File: src/rtl/hpu_regf_rd_arbiter.sv
// Regfile read-command arbiter for PEA/PEM/PEP: PEP has fixed priority, PEA/PEM share round-robin,
// with per-requester issue cooldown and in-flight read credit. One registered command per grant.
module hpu_regf_rd_arbiter #(
   parameter int RID_W      = 6,
   parameter int PEA_PERIOD = 2,
   parameter int PEM_PERIOD = 2,
   parameter int PEP_PERIOD = 1,
   parameter int OUTSTD_MAX = 4
) (
   input  logic                 clk,
   input  logic                 s_rst_n,
   input  logic [2:0]           req_vld,
   output logic [2:0]           req_rdy,
   input  logic [3*RID_W-1:0]   req_rid,
   output logic                 rf_vld,
   input  logic                 rf_rdy,
   output logic [1:0]           rf_src,
   output logic [RID_W-1:0]     rf_rid,
   input  logic [2:0]           rsp_done,
   output logic                 err_underflow
);

   localparam int P01   = (PEA_PERIOD > PEM_PERIOD) ? PEA_PERIOD : PEM_PERIOD;
   localparam int P012  = (P01 > PEP_PERIOD) ? P01 : PEP_PERIOD;
   localparam int CMAX  = (P012 > OUTSTD_MAX) ? P012 : OUTSTD_MAX;
   localparam int CNT_W = $clog2(CMAX + 1);
   localparam logic [CNT_W-1:0] OSD_MAX_C = CNT_W'(OUTSTD_MAX);

   logic [2:0]       elig;
   logic [2:0]       gnt;
   logic [2:0]       udf;
   logic             slot;
   logic             rr_q, rr_d;
   logic             rf_vld_q, rf_vld_d;
   logic [1:0]       rf_src_q, rf_src_d;
   logic [RID_W-1:0] rf_rid_q, rf_rid_d;
   logic             err_q, err_d;

   genvar gi;
   generate
      for (gi = 0; gi < 3; gi++) begin : g_req
         localparam int PER = (gi == 0) ? PEA_PERIOD : (gi == 1) ? PEM_PERIOD : PEP_PERIOD;
         logic [CNT_W-1:0] cd_q, cd_d;
         logic [CNT_W-1:0] osd_q, osd_d;

         assign elig[gi] = req_vld[gi] & (cd_q == '0) & (osd_q < OSD_MAX_C);
         assign udf[gi]  = rsp_done[gi] & (osd_q == '0);

         always_comb begin
            cd_d = cd_q;
            if (gnt[gi]) begin
               cd_d = CNT_W'(PER - 1);
            end else if (cd_q != '0) begin
               cd_d = cd_q - 1'b1;
            end
         end

         // A response against an empty count is flagged, never allowed to wrap the counter.
         always_comb begin
            osd_d = osd_q;
            case ({gnt[gi], rsp_done[gi]})
               2'b10:   osd_d = osd_q + 1'b1;
               2'b01:   osd_d = (osd_q == '0) ? osd_q : osd_q - 1'b1;
               default: osd_d = osd_q;
            endcase
         end

         always_ff @(posedge clk or negedge s_rst_n) begin
            if (!s_rst_n) begin
               cd_q  <= '0;
               osd_q <= '0;
            end else begin
               cd_q  <= cd_d;
               osd_q <= osd_d;
            end
         end
      end
   endgenerate

   // rr_q = 0 favours PEA, 1 favours PEM.
   always_comb begin
      slot = !rf_vld_q | rf_rdy;
      gnt  = 3'b000;
      if (slot) begin
         if (elig[2]) begin
            gnt = 3'b100;
         end else if (elig[0] && elig[1]) begin
            gnt = rr_q ? 3'b010 : 3'b001;
         end else begin
            gnt = {1'b0, elig[1:0]};
         end
      end
   end

   assign req_rdy = gnt;

   always_comb begin
      rr_d     = rr_q;
      rf_vld_d = rf_vld_q & ~rf_rdy;
      rf_src_d = rf_src_q;
      rf_rid_d = rf_rid_q;
      err_d    = err_q | (|udf);
      if (gnt[0]) begin
         rr_d = 1'b1;
      end else if (gnt[1]) begin
         rr_d = 1'b0;
      end
      if (|gnt) begin
         rf_vld_d = 1'b1;
         case (gnt)
            3'b100: begin
               rf_src_d = 2'd2;
               rf_rid_d = req_rid[2*RID_W +: RID_W];
            end
            3'b010: begin
               rf_src_d = 2'd1;
               rf_rid_d = req_rid[RID_W +: RID_W];
            end
            default: begin
               rf_src_d = 2'd0;
               rf_rid_d = req_rid[0 +: RID_W];
            end
         endcase
      end
   end

   always_ff @(posedge clk or negedge s_rst_n) begin
      if (!s_rst_n) begin
         rr_q     <= 1'b0;
         rf_vld_q <= 1'b0;
         rf_src_q <= 2'd0;
         rf_rid_q <= '0;
         err_q    <= 1'b0;
      end else begin
         rr_q     <= rr_d;
         rf_vld_q <= rf_vld_d;
         rf_src_q <= rf_src_d;
         rf_rid_q <= rf_rid_d;
         err_q    <= err_d;
      end
   end

   assign rf_vld        = rf_vld_q;
   assign rf_src        = rf_src_q;
   assign rf_rid        = rf_rid_q;
   assign err_underflow = err_q;

endmodule

File: config.mk
export PLATFORM = sky130hd
export DESIGN_NAME = hpu_regf_rd_arbiter
export DESIGN_NICKNAME = d
export VERILOG_FILES = /design/src/rtl/hpu_regf_rd_arbiter.sv
export SDC_FILE = /design/constraint.sdc
export NUM_CORES = 1
export LEC_CHECK = 0
export ABC_CLOCK_PERIOD_IN_PS = 5450
export CAP_MARGIN = 30
export CORE_MARGIN = 4
export CORE_UTILIZATION = 54
export CTS_CLUSTER_SIZE = 40
export DETAILED_ROUTE_END_ITERATION = 16
export PLACE_DENSITY_LB_ADDON = 0.1
export REMOVE_ABC_BUFFERS = 1
export SLEW_MARGIN = 20
export SYNTH_ARGS = -nofsm -noshare
export SYNTH_HDL_FRONTEND = slang
export SYNTH_SLANG_ARGS = --single-unit
File: constraint.sdc
create_clock -name clk -period 5.45 [get_ports clk]
set_input_delay 1.3625 -clock clk [delete_from_list [all_inputs] [get_ports clk]]
set_output_delay 1.3625 -clock clk [all_outputs]
set_load 0.02 [all_outputs]
==> reports/qor.csv, run 1 <==
stage,metric,value,unit
sta,fin_setup_tns,0,ps
place,dp_slack,646,ps
logic_synthesis,yosysMostFrequentCell,dfrtp_1,
global_route,track_usage,0.212,
logic_synthesis,ys.flop_type,dfrtp_1,
logic_synthesis,synth.distinct_cells,43,
logic_synthesis,synth_top_family_by_area,compound AO/OA/AOI/OAI gates,
sta,setup_slack,642,ps
power_and_ir_drop,powerDensity,505,nW/um^2
final_layout,drive_above_1_share,0.0811,
clock_tree,path_clk_slew,90,ps
drt,drc,0,
logic_synthesis,synth_edf_count,0,
final_layout,fin_area,2200,um^2
logic_synthesis,synth_top_cell_by_area,dfrtp_1,
logic_synthesis,synth_common_cells,"dfrtp_1 (29), nor2_1 (23), inv_1 (15), o21ai_0 (14), a21oi_1 (13)",
logic_synthesis,syn-cell-area,1750,um^2
logic_synthesis,synthAdderAreaFrac,0.0688,
run_status,outcome,completed,
logic_synthesis,ys_seq_area_frac,0.416,
global_route,grt_start_max_net_pins,30,
floorplan,initial_core_util,0.567,
floorplan,ios,40,
final_layout,fill_cells,248,
setup_path,cp.required,4090,ps
drt,via_count,1515,
global_route,gr-total-overflow,0,
floorplan,rows,20,
job,cap_violations,0,
logic_synthesis,ys_async_sr_fraction,1.00,
drt,routed_wl,3.98,mm
sta,hold_viol,0,
power_and_ir_drop,vdd_ir_drop_max,0.248,mV
global_route,antenna_found_initial,0,
floorplan,die_width,64.9,um
logic_synthesis,ys_ff_latch,29,
clock_tree,htree_levels,2,
final_layout,syn_to_final_growth,26.2,%
setup_path,setup.worst_path.end_class,primary output,
drt,antenna_left,0,
drt,wl_per_cell,15.0,um
setup_path,critPathKind,in -> out,
logic_synthesis,synth_cells,181,
setup_path,start_kind,input pin,
global_route,grt_pass1_vias,1588,
logic_synthesis,yosys.area_share.simple,0.163,
power_and_ir_drop,p_leak,0.941,nW
clock_tree,cts_setup_buffers,0,
place,gp_congestion,0.800,
sta,setup_viol,0,
final_layout,layout.cells.non_filler,266,
clock_tree,cts_buffer_depth,2,
drt,first_pass_iters,4,
setup_path,arrival,3450,ps
floorplan,die_y,64.9,um
global_route,grt_pass1_wl,6.98,mm
logic_synthesis,synth-compound-area-share,0.211,
logic_synthesis,synth_top_area_frac,0.416,
final_layout,antenna_cells,0,
final_layout,final_nets,257,
place,dp_hpwl,2.98,mm
sta,period_share,0.882,
floorplan,core_area,3080,um^2
sta,period_needed,4810,ps
logic_synthesis,synth_mux_area_frac,0.0244,
logic_synthesis,yosys_warnings,0,
logic_synthesis,synth.area.top_cells,"dfrtp_1 (42%), ha_1 (5.7%), nor2_1 (4.9%)",
clock_tree,cts.root.buffer_cell,clkbuf_4,
clock_tree,clock-sinks,29,
clock_tree,numCtsBuffers,5,
drt,drt_iter0_drc,62,
place,dp_cells,258,
floorplan,die_area,4210,um^2
place,port_buffers,39,
setup_path,crit_fanout,11,
clock_tree,cts_tree,done,
clock_tree,cts_resized,0,
sta,clock-skew-final,7.05,ps
hold_path,hp-class,reg -> reg,
sta,slew_viol_final,0,
drt,vias_per_cell,5.70,
sta,tightest_slew,521,ps
place,place_area,2150,um^2
logic_synthesis,syn_avg_cell_area,9.64,um^2
logic_synthesis,synth-xor-area-share,0.0452,
clock_tree,ctsHoldBuffers,0,
clock_tree,worst_skew_pair.late_latency,330,ps
setup_path,r2r_slack,2160,ps
sta,rsz0062_at_grt,no,
sta,relSlewSlack,0.653,
sta,fmax,0.208,GHz
==> layer usage <==
| layer | up-vias | global-route usage | wire [um] |
|---|---|---|---|
| met5 | - | 0 | 0 |
| met4 | 0 | 0.0871 | 87 |
| met3 | 10 | 0.0537 | 241 |
| met2 | 47 | 0.367 | 2040 |
| met1 | 731 | 0.250 | 1620 |
| li1 | 727 | - | - |
==> cell usage in the layout, fill, tap and decap left out, types with 2 or more instances in the layout <==
master / Yosys / final
a21oi_1: 13 / 13
a221oi_1: 6 / 6
a22oi_1: 2 / 2
and3b_1: 2 / 2
buf_4: 2 / 2
clkbuf_4: 0 / 5
clkdlybuf4s50_1: 0 / 39
clkinv_2: 0 / 2
dfrtp_1: 29 / 29
ha_1: 8 / 8
inv_1: 15 / 15
mux2_2: 2 / 2
mux2i_1: 2 / 2
nand2_1: 8 / 8
nand2b_1: 2 / 2
nand3b_1: 4 / 4
nor2_1: 23 / 23
nor3_1: 3 / 3
nor4_1: 2 / 2
o211ai_1: 3 / 3
o21ai_0: 14 / 14
o22ai_1: 2 / 2
o2bb2ai_1: 6 / 6
xnor2_1: 5 / 5
xor2_1: 4 / 4
==> final cells by class <==
class	instances	area, um^2	area share
multi-input cells	128	893	0.405
flip-flops and latches	29	726	0.329
repair buffers	41	405	0.184
clock inverters	2	10.0	0.00454
well taps	44	55.1	0.0250
clock buffers	6	41.3	0.0187
inverters	16	72.6	0.0329
==> critical path: stages <==
cell	delay [ps]
clkdlybuf4s50_1	410
and3b_1	330
or4_4	660
clkinv_8	90
clkdlybuf4s50_1	590
==> where the power goes <==
part | internal (mW) | leakage (nW) | switching, mW
Clock | 0.0490 | 0.0320 | 0.0787
Sequential | 0.314 | 0.345 | 0.0946
Combinational | 0.277 | 0.564 | 0.299
Total | 0.640 | 0.941 | 0.473
==> cells by family after synthesis <==
group / Yosys count
muxes: 4
xor gates and xnor gates: 9
and+or+nand+nor: 54
adders and majority gates: 9
DFF: 29
buffers and inverters: 24
AOI/OAI and AO/OA: 52
==> worst paths after layout <==
path / depth (start not counted) / start / endpoint
setup / recovery: 5 / req_vld[2] / req_rdy[1]
hold reg to reg: 1 / err_underflow / err_underflow
hold / removal: 1 / err_underflow / err_underflow
min in group asynchronous: 2 / s_rst_n / rf_rid[2]
setup reg to reg: 12 / g_req[2].cd_q[0] / g_req[0].osd_q[2]
max in group asynchronous: 2 / s_rst_n / g_req[2].cd_q[0]
==> registers in the layout, indices dropped and copies added (netlist names) <==
register and count:
rf_rid 6, g_req.cd_q 9, rf_vld 1, g_req.osd_q 9, err_underflow 1, rr_q 1
rf_src 2
==> stage by stage <==
stage / util / power [mW] / hold WS (ps)
detailed placement: 0.699 / 0.986 / 477
global placement: 0.699 / 0.948 / 464
finish: 0.716 / 1.11 / 493
global route: 0.716 / 1.21 / 522
CTS: 0.716 / 1.12 / 500
floorplan: - / 0.785 / 480
Note: power is estimated with default switching activity, not from simulation.
==> run 2: changes to the inputs <==
Settings changed: ABC_CLOCK_PERIOD_IN_PS 5450 to not set.
==> results of run 2 <==
Final layout, timing and power as in run 1 (identical DEF).
